`config.mk`:
```
export PLATFORM = sky130hd
export DESIGN_NAME = alu_sequencer_flat
export DESIGN_NICKNAME = d
export VERILOG_FILES = /design/src/rtl/alu_pkg.sv /design/src/rtl/alu_interface.sv /design/src/rtl/alu_sequencer_dword_flags.sv /design/src/rtl/alu_sequencer.sv /design/src/flat_wrapper.sv
export SDC_FILE = /design/constraint.sdc
export NUM_CORES = 1
export LEC_CHECK = 0
export CAP_MARGIN = 0
export CORE_MARGIN = 5
export CORE_UTILIZATION = 36
export CTS_BUF_LIST = sky130_fd_sc_hd__clkbuf_8 sky130_fd_sc_hd__clkbuf_16
export DETAILED_ROUTE_END_ITERATION = 6
export PLACE_DENSITY_LB_ADDON = 0.08
export REMOVE_ABC_BUFFERS = 1
export SLEW_MARGIN = 20
export SYNTH_ARGS = -nofsm -noshare
export SYNTH_HDL_FRONTEND = slang
export SYNTH_SLANG_ARGS = --single-unit
```
`constraint.sdc`:
```
create_clock -name clk -period 1.44 [get_ports clk]
set_input_delay 0.432 -clock clk [delete_from_list [all_inputs] [get_ports clk]]
set_output_delay 0.432 -clock clk [all_outputs]
set_load 0.1 [all_outputs]
```
`src/rtl/alu_pkg.sv`:
```
// Shared ALU types: operation encoding, status flags and the sequencer state set.
// The LO/HI/FIX states exist only when ALU_DWORD_EN is defined.
package alu_pkg;

    typedef enum logic [1:0] {
        add      = 2'b00,
        subtract = 2'b01,
        bitw_or  = 2'b10,
        bitw_and = 2'b11
    } alu_ctrl_t;

    typedef struct packed {
        logic zero;
        logic sign;
        logic overflow;
    } alu_stat_t;

`ifdef ALU_DWORD_EN
    typedef enum logic [2:0] {
        IDLE = 3'd0,
        EXEC = 3'd1,
        RESP = 3'd2,
        LO   = 3'd3,
        HI   = 3'd4,
        FIX  = 3'd5
    } seq_state_t;
`else
    typedef enum logic [1:0] {
        IDLE = 2'd0,
        EXEC = 2'd1,
        RESP = 2'd2
    } seq_state_t;
`endif

    function automatic logic is_arith(input alu_ctrl_t op);
        return (op == add) || (op == subtract);
    endfunction

endpackage

```
`src/rtl/alu_interface.sv`:
```
// Connection between an ALU initiator and the combinational ALU: control and
// operands in, result and status flags back.
interface alu_interface #(parameter int WIDTH = 32);
    import alu_pkg::*;

    typedef struct packed {
        logic [WIDTH-1:0] a;
        logic [WIDTH-1:0] b;
    } alu_in_t;

    alu_ctrl_t        control;
    alu_in_t          in;
    logic [WIDTH-1:0] out;
    alu_stat_t        stat;

    modport initiator (output control, output in, input out, input stat);
    modport target    (input control, input in, output out, output stat);

endinterface

```
`src/rtl/alu_sequencer_dword_flags.sv`:
```
// dword_flags: carry/borrow out of the low pass and 64-bit zero/sign/overflow
// from the two result halves. Built only with ALU_DWORD_EN.
`ifdef ALU_DWORD_EN
module dword_flags
    import alu_pkg::*;
#(
    parameter int WIDTH = 32
) (
    input  alu_ctrl_t        op,
    input  logic [WIDTH-1:0] a_lo,
    input  logic [WIDTH-1:0] b_lo,
    input  logic [WIDTH-1:0] res_lo,
    input  logic [WIDTH-1:0] a_hi,
    input  logic [WIDTH-1:0] b_hi,
    input  logic [WIDTH-1:0] lo_result,
    input  logic [WIDTH-1:0] hi_result,
    output logic             carry,
    output logic             zero,
    output logic             sign,
    output logic             overflow
);

    // Carry for add, borrow for subtract; overflow judged on the high words only
    always_comb begin
        carry    = 1'b0;
        overflow = 1'b0;
        case (op)
            add: begin
                carry    = (res_lo < a_lo);
                overflow = (a_hi[WIDTH-1] == b_hi[WIDTH-1]) &&
                           (hi_result[WIDTH-1] != a_hi[WIDTH-1]);
            end
            subtract: begin
                carry    = (a_lo < b_lo);
                overflow = (a_hi[WIDTH-1] != b_hi[WIDTH-1]) &&
                           (hi_result[WIDTH-1] != a_hi[WIDTH-1]);
            end
            default: begin
                carry    = 1'b0;
                overflow = 1'b0;
            end
        endcase
    end

    assign zero = (lo_result == {WIDTH{1'b0}}) && (hi_result == {WIDTH{1'b0}});
    assign sign = hi_result[WIDTH-1];

endmodule
`endif

```
`src/rtl/alu_sequencer.sv`:
```
// Registered, back-pressurable execute step around the combinational ALU.
// Defining ALU_DWORD_EN adds 64-bit operations sequenced as LO/HI/[FIX] passes.
module alu_sequencer
    import alu_pkg::*;
#(
    parameter int WIDTH = 32
) (
    input  logic             clk,
    input  logic             rst,
    input  logic             req_valid,
    output logic             req_ready,
    input  alu_ctrl_t        req_op,
    input  logic [WIDTH-1:0] req_a,
    input  logic [WIDTH-1:0] req_b,
`ifdef ALU_DWORD_EN
    input  logic             req_dword,
    input  logic [WIDTH-1:0] req_a_hi,
    input  logic [WIDTH-1:0] req_b_hi,
`endif
    output logic             rsp_valid,
    input  logic             rsp_ready,
    output logic [WIDTH-1:0] rsp_result,
`ifdef ALU_DWORD_EN
    output logic [WIDTH-1:0] rsp_result_hi,
`endif
    output logic             rsp_zero,
    output logic             rsp_sign,
    output logic             rsp_overflow,
    alu_interface.initiator  io
);

    seq_state_t       state_r;
    seq_state_t       state_next_s;
    alu_ctrl_t        op_r;
    logic [WIDTH-1:0] a_r;
    logic [WIDTH-1:0] b_r;
    logic [WIDTH-1:0] result_r;
    logic             zero_r;
    logic             sign_r;
    logic             ovf_r;
    logic             rsp_valid_r;

    alu_ctrl_t        alu_op_s;
    logic [WIDTH-1:0] alu_a_s;
    logic [WIDTH-1:0] alu_b_s;
    logic             accept_s;
    logic             ld_lo_s;
    logic             ld_flags_s;
    logic             zero_next_s;
    logic             sign_next_s;
    logic             ovf_next_s;

`ifdef ALU_DWORD_EN
    localparam logic [WIDTH-1:0] ONE_W = {{(WIDTH-1){1'b0}}, 1'b1};

    logic [WIDTH-1:0] a_hi_r;
    logic [WIDTH-1:0] b_hi_r;
    logic [WIDTH-1:0] result_hi_r;
    logic             carry_r;
    logic             ld_hi_s;
    logic             ld_carry_s;
    logic             clr_hi_s;
    logic             df_carry_s;
    logic             df_zero_s;
    logic             df_sign_s;
    logic             df_ovf_s;

    // The ALU output serves as the low result in LO and as the high result in HI/FIX
    dword_flags #(.WIDTH(WIDTH)) u_dword_flags (
        .op        (op_r),
        .a_lo      (a_r),
        .b_lo      (b_r),
        .res_lo    (io.out),
        .a_hi      (a_hi_r),
        .b_hi      (b_hi_r),
        .lo_result (result_r),
        .hi_result (io.out),
        .carry     (df_carry_s),
        .zero      (df_zero_s),
        .sign      (df_sign_s),
        .overflow  (df_ovf_s)
    );
`endif

    assign req_ready = (state_r == IDLE) && !rst;
    assign accept_s  = req_valid && req_ready;

    // Next state, ALU drive from latched operands only, and capture strobes
    always_comb begin
        state_next_s = state_r;
        alu_op_s     = add;
        alu_a_s      = {WIDTH{1'b0}};
        alu_b_s      = {WIDTH{1'b0}};
        ld_lo_s      = 1'b0;
        ld_flags_s   = 1'b0;
        zero_next_s  = 1'b0;
        sign_next_s  = 1'b0;
        ovf_next_s   = 1'b0;
`ifdef ALU_DWORD_EN
        ld_hi_s      = 1'b0;
        ld_carry_s   = 1'b0;
        clr_hi_s     = 1'b0;
`endif
        case (state_r)
            IDLE: begin
                if (accept_s) begin
`ifdef ALU_DWORD_EN
                    state_next_s = req_dword ? LO : EXEC;
`else
                    state_next_s = EXEC;
`endif
                end else begin
                    state_next_s = IDLE;
                end
            end
            EXEC: begin
                alu_op_s     = op_r;
                alu_a_s      = a_r;
                alu_b_s      = b_r;
                ld_lo_s      = 1'b1;
                ld_flags_s   = 1'b1;
                zero_next_s  = io.stat.zero;
                sign_next_s  = io.stat.sign;
                ovf_next_s   = io.stat.overflow && is_arith(op_r);
`ifdef ALU_DWORD_EN
                clr_hi_s     = 1'b1;
`endif
                state_next_s = RESP;
            end
            RESP: begin
                if (rsp_ready) begin
                    state_next_s = IDLE;
                end else begin
                    state_next_s = RESP;
                end
            end
`ifdef ALU_DWORD_EN
            LO: begin
                alu_op_s     = op_r;
                alu_a_s      = a_r;
                alu_b_s      = b_r;
                ld_lo_s      = 1'b1;
                ld_carry_s   = 1'b1;
                state_next_s = HI;
            end
            HI: begin
                alu_op_s = op_r;
                alu_a_s  = a_hi_r;
                alu_b_s  = b_hi_r;
                ld_hi_s  = 1'b1;
                // carry_r can only be set by add/subtract, so it alone selects the fix pass
                if (carry_r) begin
                    state_next_s = FIX;
                end else begin
                    ld_flags_s   = 1'b1;
                    zero_next_s  = df_zero_s;
                    sign_next_s  = df_sign_s;
                    ovf_next_s   = df_ovf_s;
                    state_next_s = RESP;
                end
            end
            FIX: begin
                alu_op_s     = op_r;
                alu_a_s      = result_hi_r;
                alu_b_s      = ONE_W;
                ld_hi_s      = 1'b1;
                ld_flags_s   = 1'b1;
                zero_next_s  = df_zero_s;
                sign_next_s  = df_sign_s;
                ovf_next_s   = df_ovf_s;
                state_next_s = RESP;
            end
`endif
            default: begin
                state_next_s = IDLE;
            end
        endcase
    end

    assign io.control = alu_op_s;
    assign io.in      = {alu_a_s, alu_b_s};

    // State, request latches, result and flag registers
    always_ff @(posedge clk) begin
        if (rst) begin
            state_r     <= IDLE;
            rsp_valid_r <= 1'b0;
            op_r        <= add;
            a_r         <= {WIDTH{1'b0}};
            b_r         <= {WIDTH{1'b0}};
            result_r    <= {WIDTH{1'b0}};
            zero_r      <= 1'b0;
            sign_r      <= 1'b0;
            ovf_r       <= 1'b0;
`ifdef ALU_DWORD_EN
            a_hi_r      <= {WIDTH{1'b0}};
            b_hi_r      <= {WIDTH{1'b0}};
            result_hi_r <= {WIDTH{1'b0}};
            carry_r     <= 1'b0;
`endif
        end else begin
            state_r     <= state_next_s;
            rsp_valid_r <= (state_next_s == RESP);
            if (accept_s) begin
                op_r <= req_op;
                a_r  <= req_a;
                b_r  <= req_b;
`ifdef ALU_DWORD_EN
                a_hi_r <= req_a_hi;
                b_hi_r <= req_b_hi;
`endif
            end
            if (ld_lo_s) begin
                result_r <= io.out;
            end
            if (ld_flags_s) begin
                zero_r <= zero_next_s;
                sign_r <= sign_next_s;
                ovf_r  <= ovf_next_s;
            end
`ifdef ALU_DWORD_EN
            if (ld_carry_s) begin
                carry_r <= df_carry_s;
            end
            if (ld_hi_s) begin
                result_hi_r <= io.out;
            end else if (clr_hi_s) begin
                result_hi_r <= {WIDTH{1'b0}};
            end
`endif
        end
    end

    assign rsp_valid     = rsp_valid_r;
    assign rsp_result    = result_r;
`ifdef ALU_DWORD_EN
    assign rsp_result_hi = result_hi_r;
`endif
    assign rsp_zero      = zero_r;
    assign rsp_sign      = sign_r;
    assign rsp_overflow  = ovf_r;

endmodule

```
`src/flat_wrapper.sv`:
```
// flat-port wrapper written by rule: the top's interface ports become plain ports
module alu_sequencer_flat import alu_pkg::*;
#(
    parameter int WIDTH = 32
)
  (clk, rst, req_valid, req_ready, req_op, req_a, req_b, rsp_valid, rsp_ready, rsp_result, rsp_zero, rsp_sign, rsp_overflow, io_control, io_in, io_out, io_stat);
  alu_interface #(.WIDTH(WIDTH)) io_i ();
  input  logic clk;
  input  logic rst;
  input  logic req_valid;
  output logic req_ready;
  input  alu_ctrl_t req_op;
  input  logic [WIDTH-1:0] req_a;
  input  logic [WIDTH-1:0] req_b;
  output logic rsp_valid;
  input  logic rsp_ready;
  output logic [WIDTH-1:0] rsp_result;
  output logic rsp_zero;
  output logic rsp_sign;
  output logic rsp_overflow;
  output wire logic [$bits(io_i.control)-1:0] io_control;
  output wire logic [$bits(io_i.in)-1:0] io_in;
  input wire logic [$bits(io_i.out)-1:0] io_out;
  input wire logic [$bits(io_i.stat)-1:0] io_stat;
  assign io_control = io_i.control;
  assign io_in = io_i.in;
  assign io_i.out = io_out;
  assign io_i.stat = io_stat;
  alu_sequencer #(.WIDTH(WIDTH)) u_core (.clk(clk), .rst(rst), .req_valid(req_valid), .req_ready(req_ready), .req_op(req_op), .req_a(req_a), .req_b(req_b), .rsp_valid(rsp_valid), .rsp_ready(rsp_ready), .rsp_result(rsp_result), .rsp_zero(rsp_zero), .rsp_sign(rsp_sign), .rsp_overflow(rsp_overflow), .io(io_i));
endmodule
```
==> impl_metrics.py, run 1 <==
metrics = {
    "critical_path": {
        "end_kind": "primary output",
        "arrival_ns": 1.50,
        "crit_chain": "nor2b_4 -> buf_12 -> and2_1 -> buf_12",
        "startpoint_type": "register",
        "cp.required_ns": 1.01,
        "cp_max_fo": 50,
        "crit_path_frequent_cell": "buf_12",
        "cpPeakStageDelay_ns": 0.33,
        "worstSetupPathType": "register to primary output",
        "crit_slowest_cell": "dfxtp_2",
    },
    "cts": {
        "clk_pin_slew_ns": 0.07,
        "cts_buffers": 9,
        "cts_buffer_depth": 2,
        "cts_tree": "done",
        "cts_sinks": 104,
        "cts-root-buf": "clkbuf_16",
        "h-tree-depth": 3,
        "clk-insertion-delay-late_ns": 0.34,
    },
    "cells_and_area": {
        "final.fill_count": 576,
        "area_growth_pct": 128,
        "post-route-util": 0.844,
        "layout_common_cells": "buf_12, nand2_1, clkdlybuf4s50_1, dfxtp_1, nand2_4",
        "nets": 856,
        "layoutNonFillerInstCount": 896,
        "antenna_cells": 0,
        "final_common_cell": "buf_12",
        "drive_gt1_frac": 0.446,
    },
    "sta": {
        "hold_ws_ns": 0.468,
        "rsz0062_at_grt": "true",
        "finalHoldViolations": 0,
        "fmax_ghz": 0.517,
        "worst_slew_pin_slew_ns": 0.757,
        "finalWorstSetupSlack_ns": -0.493,
        "finalClockSkew_ns": 0.00665,
        "finalSetupViolCount": 133,
        "finalMaxSlewViolations": 0,
        "slew_headroom": 0.495,
        "finalCriticalPeriod_ns": 1.93,
        "finalSetupTns_ns": -47.39,
        "final.period_utilization": 1.34,
    },
    "run": {
        "drv_cap": 0,
    },
    "yosys": {
        "yosysSeqAreaShare": 0.513,
        "synth_warnings": 0,
        "synth_top_family_by_area": "simple AND/OR/NAND/NOR gates",
        "synth.avg_cell_area_um2": 7.75,
        "yosys.area_share.simple": 0.303,
        "syn_inst": 523,
        "synth.distinct_cells": 16,
        "muxShareOfSynthArea": 0,
        "synth.cell_area_mm2": 0.00406,
        "synth-seq-cells": 104,
        "synthAdderAreaFrac": 0,
        "synth_xor_area_frac": 0,
        "synth_compound_area_frac": 0.127,
    },
    "global_routing": {
        "top_usage_layer": "met2",
        "gr-usage-met3": 0.0782,
        "grt_pass1_vias": 4532,
        "grt-ovfl-total": 0,
        "antenna_found_initial": 0,
        "use_met2": 0.392,
        "grt_pass1_wl_um": 23700,
        "grt_use_met1": 0.256,
        "grt_max_degree": 58,
        "grt_util_all_layers": 0.226,
    },
    "detailed_routing": {
        "drtIter0Drc": 333,
        "viasPerCell": 4.98,
        "drcViolationCount": 0,
        "drt_pass1_iterations": 4,
        "vias": 4463,
        "wl_per_cell_um": 19.1,
        "final_antenna_net_count": 0,
        "wl_um": 17100,
    },
    "floorplan": {
        "die_y_um": 116,
        "chipWidth_um": 116,
        "core_mm2": 0.0109,
        "initial_utilization": 0.371,
        "boundaryPins": 208,
        "dieArea_mm2": 0.0135,
        "row_count": 38,
    },
    "placed_design": {
        "place_inst": 845,
        "place_congestion": 0.802,
        "io_buffers": 207,
        "dp_hpwl_um": 9260,
    },
    "status": {
        "violations": "setup timing",
        "outcome": "finished, violations left",
    },
    "power": {
        "clkPwrFrac": 0.299,
        "power_mw": 8.37,
        "seqPwrFrac": 0.385,
        "ir_worst_vdd_mv": 0.611,
        "power_density_mw_per_mm2": 906,
        "pwr-share-comb": 0.316,
        "power.internal_mw": 5.70,
        "p_sw_frac": 0.319,
        "p_switching_mw": 2.67,
        "p_leak_nw": 3.80,
    },
    "min_path": {
        "hold_path_class": "register to register",
    },
}
synth_stat cells:
cell	number	area, µm²
nand2_1	201	754
dfxtp_1	104	2080
a21oi_1	103	515
and2_1	67	419
clkbuf_1	16	60.1
buf_4	8	60.1
buf_2	6	30.0
clkbuf_2	6	30.0
buf_6	4	45.0
or3b_1	2	17.5
buf_1	1	3.75
nand2b_1	1	6.26
nand3b_1	1	7.51
nor2b_1	1	6.26
nor3_1	1	5.00
nor3b_2	1	12.5
registers in the layout, indices dropped and copies added (netlist names):
| register | cells |
|---|---|
| u_core.rsp_overflow | 1 |
| u_core.state_r | 2 |
| u_core.rsp_valid | 1 |
| u_core.op_r | 2 |
| u_core.a_r | 32 |
| u_core.rsp_sign | 1 |
| u_core.rsp_result | 32 |
| u_core.b_r | 32 |
| u_core.rsp_zero | 1 |
cell type report:
type,count,area (µm²),share of cell area
multi-input combinational,378,2640,0.286
clock buffer,11,253,0.0274
tap,140,175,0.0190
timing repair buffer,258,4040,0.437
clock inverter,5,47.5,0.00515
sequential,104,2080,0.226
path summary, 6_finish.rpt:
kind | startpoint | endpoint | cells after the start | slack, ns
max | u_core.state_r[0] | io_in[53] | 4 | -0.49
min | u_core.a_r[25] | u_core.a_r[25] | 2 | 0.47
max reg2reg | u_core.state_r[0] | u_core.a_r[27] | 8 | -0.30
min reg2reg | u_core.a_r[25] | u_core.a_r[25] | 2 | 0.47
routing by layer:
layer | vias up | wire length, µm
li1 | 2116 | -
met1 | 2128 | 6240
met2 | 182 | 8710
met3 | 37 | 1640
met4 | 0 | 493
met5 | - | 0
cells by family after synthesis:
group	count (synthesis)
and+or+nand+nor	275
DFF	104
AOI/OAI and AO/OA	103
buffers and inverters	41
worst max-delay path, delay by kind of cell, from the launching register on:
family                 cells  cell delay, ns
and+or+nand+nor            2            0.39
DFF                        1            0.33
buffers and inverters      2            0.41
power groups by stage:
stage	combinational, mW	sequential [mW]	clock (mW)
CTS	2.47	3.16	2.51
global placement	1.82	3.21	0
detailed placement	1.84	3.21	0
global route	2.75	3.24	2.66
floorplan	0.609	3.52	0
finish	2.64	3.22	2.50
what timing repair did:
action	in CTS	in global routing
gates resized for setup	110	176
hold buffers	0	0
endpoints found under the setup margin	133	161
gates cloned	20	0
pin swaps	49	72
buffers inserted	21	1
stage by stage:
step / cell area [µm²] / setup WS, ns
after CTS: 8710 / -0.468
final: 9230 / -0.493
after global placement: 7290 / -0.545
after detailed placement: 7290 / -0.568
after global routing: 9230 / -0.562
after floorplan: 3830 / -2.86
Note: power is estimated with default switching activity, not from simulation.
==> run 2: changes to the inputs <==
--- a/config.mk
+++ b/config.mk
@@ -9,6 +9,7 @@
 export CORE_MARGIN = 5
 export CORE_UTILIZATION = 36
 export CTS_BUF_LIST = sky130_fd_sc_hd__clkbuf_8 sky130_fd_sc_hd__clkbuf_16
+export CTS_CLUSTER_DIAMETER = 200
 export DETAILED_ROUTE_END_ITERATION = 6
 export PLACE_DENSITY_LB_ADDON = 0.08
 export REMOVE_ABC_BUFFERS = 1
@@ -16,3 +17,4 @@
 export SYNTH_ARGS = -nofsm -noshare
 export SYNTH_HDL_FRONTEND = slang
 export SYNTH_SLANG_ARGS = --single-unit
+export TNS_END_PERCENT = 100
==> results of run 2 <==
Same layout as run 1: the final DEF is identical, and so are final timing and power.
